===== src/rtl/ip_cksum_stream_pkg.sv =====
// Shared constants and types for the streaming IPv4 header checksum engine.
package ip_cksum_pkg;

  localparam int IHL_MIN        = 5;
  localparam int IHL_MAX        = 15;
  localparam int CKSUM_WORD_IDX = 5;

  typedef enum logic [1:0] {
    IDLE  = 2'd0,
    ACCUM = 2'd1,
    FOLD1 = 2'd2,
    FOLD2 = 2'd3
  } cks_state_t;

endpackage


===== src/rtl/ip_cksum_stream_if.sv =====
// Header beat stream: valid/ready handshake with a first-beat marker.
interface ip_cksum_stream_if #(
  parameter int DATA_W = 32
);
  logic              s_valid;
  logic              s_ready;
  logic              s_first;
  logic [DATA_W-1:0] s_data;

  modport master (output s_valid, output s_first, output s_data, input s_ready);
  modport slave  (input s_valid, input s_first, input s_data, output s_ready);
endinterface


===== src/rtl/ip_cksum_stream_beat_add.sv =====
// Masked 16-bit word sum of one header beat.
// Words past the end of the header (IHL*2 words) are dropped; the checksum
// field word is dropped from sum_masked. With IP_CKSUM_VERIFY_EN the
// sum_with_cks output keeps the checksum field for receive-side checking.
module ip_cksum_beat_add
  import ip_cksum_pkg::*;
#(
  parameter int DATA_W = 32,
  parameter int ACC_W  = 24
) (
  input  logic [DATA_W-1:0] beat,
  input  logic [4:0]        beat_idx,
  input  logic [3:0]        ihl,
  output logic [ACC_W-1:0]  sum_masked
`ifdef IP_CKSUM_VERIFY_EN
  ,
  output logic [ACC_W-1:0]  sum_with_cks
`endif
);

  localparam int WPB = DATA_W / 16;

  logic [15:0] word;
  logic [7:0]  widx;

  // Add every in-header word of the beat, first word taken from the MSBs.
  always_comb begin
    sum_masked = '0;
`ifdef IP_CKSUM_VERIFY_EN
    sum_with_cks = '0;
`endif
    word = '0;
    widx = '0;
    for (int k = 0; k < WPB; k++) begin
      word = beat[DATA_W-1-16*k -: 16];
      widx = 8'(beat_idx) * 8'(WPB) + 8'(k);
      if (widx < {3'b000, ihl, 1'b0}) begin
`ifdef IP_CKSUM_VERIFY_EN
        sum_with_cks = sum_with_cks + ACC_W'(word);
`endif
        if (widx != 8'(CKSUM_WORD_IDX)) begin
          sum_masked = sum_masked + ACC_W'(word);
        end
      end
    end
  end

endmodule


===== src/rtl/ip_cksum_stream.sv =====
// Streaming IPv4 header checksum engine.
// Accepts a header beat-by-beat, honours IHL, folds the ones'-complement sum
// in two cycles and pulses cks_valid with the checksum (field taken as zero).
// Build option: IP_CKSUM_VERIFY_EN adds a second accumulator that includes
// the received checksum field and the cks_ok result port.
module ip_cksum_stream
  import ip_cksum_pkg::*;
#(
  parameter int DATA_W = 32,
  parameter int ACC_W  = 24
) (
  input  logic                 clk,
  input  logic                 rst,
  ip_cksum_stream_if.slave     s,
  output logic                 cks_valid,
  output logic [15:0]          cks_value,
  output logic                 hdr_err
`ifdef IP_CKSUM_VERIFY_EN
  ,
  output logic                 cks_ok
`endif
);

  localparam int BYTES = DATA_W / 8;
  localparam int SHIFT = $clog2(BYTES);

  // Beats needed for a header of ihl 32-bit words: ceil(ihl*4 / BYTES).
  function automatic logic [4:0] beat_count(input logic [3:0] ihl);
    logic [6:0] t;
    t = {1'b0, ihl, 2'b00} + 7'(BYTES - 1);
    return 5'(t >> SHIFT);
  endfunction

  cks_state_t state, state_nxt;

  logic [3:0]       ihl_q;
  logic [4:0]       n_beats_q;
  logic [4:0]       beat_cnt_q;
  logic [ACC_W-1:0] acc;
  logic [ACC_W-1:0] beat_sum;
  logic [15:0]      folded;
`ifdef IP_CKSUM_VERIFY_EN
  logic [ACC_W-1:0] acc_v;
  logic [ACC_W-1:0] beat_sum_v;
  logic [15:0]      folded_v;
`endif

  logic       take;
  logic       start;
  logic [3:0] in_ihl;
  logic       bad_ihl;
  logic       start_ok;
  logic       cont;
  logic       last_cont;
  logic       first_is_last;
  logic [4:0] cur_idx;
  logic [3:0] cur_ihl;
  logic       ready_nxt;
  logic       cks_valid_nxt;
  logic       hdr_err_nxt;

  assign take          = s.s_valid & s.s_ready;
  assign in_ihl        = s.s_data[DATA_W-5:DATA_W-8];
  assign bad_ihl       = in_ihl < 4'(IHL_MIN);
  assign start         = take & s.s_first;
  assign start_ok      = start & ~bad_ihl;
  assign cont          = take & ~s.s_first & (state == ACCUM);
  assign last_cont     = cont & ((beat_cnt_q + 5'd1) == n_beats_q);
  assign first_is_last = beat_count(in_ihl) == 5'd1;

  // A first beat always restarts at word 0 with its own IHL.
  assign cur_idx = s.s_first ? 5'd0 : beat_cnt_q;
  assign cur_ihl = s.s_first ? in_ihl : ihl_q;

  assign folded = acc[15:0] + {15'd0, acc[16]};
`ifdef IP_CKSUM_VERIFY_EN
  assign folded_v = acc_v[15:0] + {15'd0, acc_v[16]};
`endif

  ip_cksum_beat_add #(
    .DATA_W (DATA_W),
    .ACC_W  (ACC_W)
  ) u_beat_add (
    .beat         (s.s_data),
    .beat_idx     (cur_idx),
    .ihl          (cur_ihl),
    .sum_masked   (beat_sum)
`ifdef IP_CKSUM_VERIFY_EN
    ,
    .sum_with_cks (beat_sum_v)
`endif
  );

  // State register and registered control outputs.
  always_ff @(posedge clk or posedge rst) begin
    if (rst) begin
      state     <= IDLE;
      s.s_ready <= 1'b0;
      cks_valid <= 1'b0;
      hdr_err   <= 1'b0;
    end else begin
      state     <= state_nxt;
      s.s_ready <= ready_nxt;
      cks_valid <= cks_valid_nxt;
      hdr_err   <= hdr_err_nxt;
    end
  end

  // Next-state logic; a first beat in ACCUM abandons the current header.
  always_comb begin
    state_nxt = state;
    case (state)
      IDLE, ACCUM: begin
        if (start) begin
          if (bad_ihl)            state_nxt = IDLE;
          else if (first_is_last) state_nxt = FOLD1;
          else                    state_nxt = ACCUM;
        end else if (last_cont) begin
          state_nxt = FOLD1;
        end
      end
      FOLD1:   state_nxt = FOLD2;
      FOLD2:   state_nxt = IDLE;
      default: state_nxt = IDLE;
    endcase
  end

  // Output decode, registered one cycle later by the state register.
  always_comb begin
    ready_nxt     = (state_nxt == IDLE) || (state_nxt == ACCUM);
    cks_valid_nxt = (state == FOLD2);
    hdr_err_nxt   = start & bad_ihl;
  end

  // Header bookkeeping, accumulation and the two fold steps.
  always_ff @(posedge clk or posedge rst) begin
    if (rst) begin
      ihl_q      <= '0;
      n_beats_q  <= '0;
      beat_cnt_q <= '0;
      acc        <= '0;
      cks_value  <= '0;
`ifdef IP_CKSUM_VERIFY_EN
      acc_v      <= '0;
      cks_ok     <= 1'b0;
`endif
    end else if (start_ok) begin
      ihl_q      <= in_ihl;
      n_beats_q  <= beat_count(in_ihl);
      beat_cnt_q <= 5'd1;
      acc        <= beat_sum;
`ifdef IP_CKSUM_VERIFY_EN
      acc_v      <= beat_sum_v;
`endif
    end else if (cont) begin
      beat_cnt_q <= beat_cnt_q + 5'd1;
      acc        <= acc + beat_sum;
`ifdef IP_CKSUM_VERIFY_EN
      acc_v      <= acc_v + beat_sum_v;
`endif
    end else if (state == FOLD1) begin
      acc        <= ACC_W'(acc[15:0]) + ACC_W'(acc[ACC_W-1:16]);
`ifdef IP_CKSUM_VERIFY_EN
      acc_v      <= ACC_W'(acc_v[15:0]) + ACC_W'(acc_v[ACC_W-1:16]);
`endif
    end else if (state == FOLD2) begin
      acc        <= ACC_W'(folded);
      cks_value  <= ~folded;
`ifdef IP_CKSUM_VERIFY_EN
      acc_v      <= ACC_W'(folded_v);
      cks_ok     <= (folded_v == 16'hFFFF);
`endif
    end
  end

endmodule

===== src/flat_wrapper.sv =====
// flat-port wrapper written by rule: the top's interface ports become plain ports
module ip_cksum_stream_flat import ip_cksum_pkg::*;
#(
  parameter int DATA_W = 32,
  parameter int ACC_W  = 24
)
  (clk, rst, cks_valid, cks_value, hdr_err, s_s_valid, s_s_first, s_s_data, s_s_ready);
  ip_cksum_stream_if #(.DATA_W(DATA_W)) s_i ();
  input  logic clk;
  input  logic rst;
  output logic cks_valid;
  output logic [15:0] cks_value;
  output logic hdr_err;
  input wire logic [$bits(s_i.s_valid)-1:0] s_s_valid;
  input wire logic [$bits(s_i.s_first)-1:0] s_s_first;
  input wire logic [$bits(s_i.s_data)-1:0] s_s_data;
  output wire logic [$bits(s_i.s_ready)-1:0] s_s_ready;
  assign s_i.s_valid = s_s_valid;
  assign s_i.s_first = s_s_first;
  assign s_i.s_data = s_s_data;
  assign s_s_ready = s_i.s_ready;
  ip_cksum_stream #(.DATA_W(DATA_W), .ACC_W(ACC_W)) u_core (.clk(clk), .rst(rst), .s(s_i), .cks_valid(cks_valid), .cks_value(cks_value), .hdr_err(hdr_err));
endmodule

===== config.mk =====
export PLATFORM = sky130hd
export DESIGN_NAME = ip_cksum_stream_flat
export DESIGN_NICKNAME = d
export VERILOG_FILES = /design/src/rtl/ip_cksum_stream_pkg.sv /design/src/rtl/ip_cksum_stream_if.sv /design/src/rtl/ip_cksum_stream_beat_add.sv /design/src/rtl/ip_cksum_stream.sv /design/src/flat_wrapper.sv
export SDC_FILE = /design/constraint.sdc
export NUM_CORES = 1
export LEC_CHECK = 0
export ABC_AREA = 0
export ABC_CLOCK_PERIOD_IN_PS = 13100
export BUFFER_PORTS_ARGS = -buffer_cell sky130_fd_sc_hd__buf_2
export CAP_MARGIN = 20
export CORE_UTILIZATION = 66
export CTS_BUF_LIST = sky130_fd_sc_hd__clkbuf_2
export CTS_CLUSTER_DIAMETER = 200
export DETAILED_ROUTE_END_ITERATION = 8
export HOLD_SLACK_MARGIN = 0.02
export PLACE_DENSITY = 0.88
export SLEW_MARGIN = 20
export SYNTH_ARGS = -nofsm -noshare
export SYNTH_HDL_FRONTEND = slang
export SYNTH_SLANG_ARGS = --single-unit

===== constraint.sdc =====
create_clock -name clk -period 13.1 [get_ports clk]
set_clock_uncertainty 0.1 [all_clocks]
set_input_delay 0 -clock clk [delete_from_list [all_inputs] [get_ports clk]]
set_output_delay 0 -clock clk [all_outputs]
set_load 0.01 [all_outputs]

==> metrics.csv <==
metric;value;unit
status;complete, no violations;
part of the cycle the worst path needs;54.7;%
Fillers;655;
Max stage delay cell, worst path;a21oi_2;
All-Layer GR Usage;35.9;%
cell family with most CP delay;compound AO/OA/AOI/OAI gates;
Post-DP HPWL;11.3;mm
largest area contributor in the synthesized netlist;dfrtp_1;
# nets final;848;
Post-Synth Adder-Cell Area;11.9;%
Iter 0 DRT Violations;460;
placer congestion estimate;0.916;
standard-cell rows;33;
complex-gate fraction of the synthesized area;26.1;%
R2R Path End;u_core.acc[21]$_DFFE_PP0P_;
DRT Wirelength;15.3;mm
Sequential Area;0.00135;sq mm
main area contributors after synthesis;dfrtp_1 (24%), ha_1 (11%), nand2_1 (6.7%), o21ai_0 (4.9%), a21oi_1 (4.6%);
RSZ-0062 raised after global routing;no;
Avg Cell Area, Syn;7.80;sq um
CORE AREA;0.00818;sq mm
fmax;0.140;GHz
final cell count without fillers;868;
CP Depth;26;
pwr/cell area;211;mW/mm^2
multi-input logic area;0.00395;sq mm
crit-path max FO;27;
transition time of the tightest slew-check pin;997;ps
I/O Pins;55;
R2R Setup Slk;5940;ps
Worst Path Required;13410;ps
deepest clock path buffer count;2;
Initial Utilization;67.6;%
total grt overflow;0;
Critical path origin;u_core.beat_cnt_q[2]$_DFFE_PP0N_;
Synth async-reset ratio;100;%
largest family of logic cells by synthesized area;compound AO/OA/AOI/OAI gates;
XOR/XNOR Fraction of Synth Area;8.08;%
mux share of post-synthesis cell area;2.24;%
warnings from Yosys;0;
WL per Instance;17.7;um
Die Y;93.5;um
ys flop type;dfrtp_1;
Final Hold Fails;0;
worst skew pair latency;480;ps
die area;0.00875;sq mm
utilization after layout;74.8;%
antenna cells;0;
CTS clk-pin slew, worst paths;300;ps
Layout area overhead;10.5;%
number of H-tree levels;2;
Inserted Clock Buffers;5;
FF+latch count, synth;54;
chip width;93.5;um
initial antenna violation count;0;
final setup violation count;0;
Antenna Violating Nets Remaining;0;
Reg2Reg Launch Point;u_core.beat_cnt_q[2]$_DFFE_PP0N_;
min cycle time layout;7160;ps
Syn Nets;795;
crit path to;u_core.acc[21]$_DFFE_PP0P_;
share of post-route cells with drive strength above 1;12.1;%
Mapped Area;0.00553;sq mm
CTS tree;yes;
Detailed Routing Iterations Pass 1;5;
port bufs;54;
placed insts;840;
Mapped Cells;709;
cts repair resizes;0;
CP max stage delay;770;ps
first-pass GRT wire length;24.9;mm
placed inst area;0.00584;sq mm
FF-to-FF path depth;26;
share of the synthesized area in the top cell type;24.4;%
fin area;0.00611;sq mm
crit path capture type;register;
# clock sinks;54;
number of global-route vias before repair;5214;
Post-synth EDFFs;0;
pin count of the biggest net entering global routing;55;
drt drc;0;
startpoint class of the critical path;register;
VDD IR max;0.0000906;V
Worst EP arrival;7470;ps
Buffers & Inverters on Critical Path;1;
Unique masters post-synth;77;
aggregate negative setup slack;0;ps
routed vias;5557;
Leak;2.82;nW
register area share after synthesis;24.4;%
Post-Synth Simple-Gate Area;22.9;%
Worst slew margin;33.5;%
minimum hold slack;50.4;ps
Max Cap Viol;0;
hold crit path type;input port to register;
max-slew violation count;0;
root buf cell;clkbuf_2;
critical path class;register to register;
routed vias/inst;6.40;
[worst min-delay path by stage]
| stage | from | end | cells after the start |
|---|---|---|---|
| floorplan | s_s_data[24] | u_core.n_beats_q[0]$_DFFE_PP0P_ | 2 |
| global placement | rst | u_core.cks_value[1]$_DFFE_PP0P_ | 3 |
| detailed placement | rst | u_core.cks_value[0]$_DFFE_PP0P_ | 3 |
| CTS | s_s_data[16] | u_core.acc[0]$_DFFE_PP0P_ | 5 |
| global route | s_s_data[13] | u_core.acc[13]$_DFFE_PP0P_ | 4 |
| finish | s_s_data[16] | u_core.acc[0]$_DFFE_PP0P_ | 5 |
[where the power goes]
part	internal (mW)	switching, mW	total (mW)
clock	0.0335	0.0596	0.0931
combinational	0.378	0.502	0.880
sequential	0.222	0.0928	0.315
[cell families after synthesis]
group                    Yosys count
XOR/XNOR                          51
AND/OR/NAND/NOR                  268
buffers and inverters             60
multiplexers                      12
adder cells (fa/ha/maj)           51
flip-flops                        54
AO/OA/AOI/OAI                    213
[through the flow]
| stage | power, mW | setup WS, ps |
|---|---|---|
| floorplan | 0.970 | 7310 |
| global placement | 1.13 | 6750 |
| detailed placement | 1.16 | 6560 |
| CTS | 1.27 | 6070 |
| global route | 1.40 | 5530 |
| finish | 1.29 | 5940 |
[cell usage in the layout, fill, tap and decap left out, drive strengths merged, types with 3 or more instances in the layout]
cell type | synthesis | layout
nand2 | 98 | 98
o21ai | 59 | 59
buf | 4 | 59
nor2 | 55 | 55
dfrtp | 54 | 54
a21oi | 54 | 54
ha | 47 | 47
inv | 27 | 28
nand3 | 27 | 27
xnor2 | 26 | 26
xor2 | 25 | 25
nor3 | 22 | 22
dlygate4sd3 | 0 | 20
and2 | 19 | 19
a211oi | 14 | 14
a21o | 12 | 12
nor2b | 11 | 11
mux2i | 9 | 9
nor4 | 9 | 9
o21a | 8 | 8
o22ai | 7 | 7
nand4 | 6 | 6
o211ai | 6 | 6
nand2b | 5 | 5
clkbuf | 29 | 5
a31oi | 5 | 5
o31ai | 5 | 5
and3 | 4 | 4
or3 | 3 | 3
a221oi | 3 | 3
o31a | 3 | 3
o21bai | 3 | 3
a41o | 3 | 3
mux2 | 3 | 3
fa | 3 | 3
a21boi | 3 | 3
a2111oi | 3 | 3
[repair_timing]
item	CTS	global route
endpoints found under the setup margin	0	0
buffers inserted	0	0
hold buffers	20	0
endpoints found under the hold margin	72	0
[layout make-up]
type,instances,share of cell area (%)
flip-flops and latches,54,22.1
clock buffers,5,0.409
well taps,105,2.15
multi-input cells,595,64.6
repair buffers,79,8.31
clock inverters,3,0.778
inverters,27,1.66
[cell usage after synthesis, types with 11 or more instances]
master and n:
nand3_1 27, nor2b_1 11, a21o_1 12, dfrtp_1 54
a21oi_1 51, nor2_1 55, a211oi_1 13, and2_1 19
xor2_1 25, clkbuf_1 29, inv_1 27, nor3_1 21
ha_1 47, o21ai_0 54, xnor2_1 26, nand2_1 98
[state kept, by name, indices dropped and copies added (netlist names)]
| signal | count |
|---|---|
| u_core.state | 2 |
| u_core.cks_valid | 1 |
| u_core.s.s_ready | 1 |
| u_core.cks_value | 16 |
| u_core.hdr_err | 1 |
| u_core.n_beats_q | 4 |
| u_core.acc | 24 |
| u_core.beat_cnt_q | 5 |
[metal layers]
metal	wire, um	up-vias	global-route usage (%)
met5	0	-	0
met4	445	0	14.2
met3	1150	34	3.98
met2	7200	281	60.0
met1	6540	2557	47.4
li1	-	2685	-
[worst reg2reg max path: stages (launching register included)]
cell,delay (ps)
dfrtp_1,540
nor2b_1,180
ha_1,310
a21oi_1,230
o31ai_4,140
a21oi_2,770
and2_1,260
ha_1,240
a21o_1,220
maj3_1,400
nand2_1,100
o2bb2ai_1,90
a21oi_1,220
xnor2_1,140
dlygate4sd3_1,570
nand2_1,70
a21oi_1,180
ha_1,290
or2_1,250
o311a_1,130
a21oi_2,240
o221ai_2,150
a311o_1,380
a2111oi_2,450
a211oi_2,140
nand3_1,140
mux2i_1,200
Power figures use the tool's default switching activity.
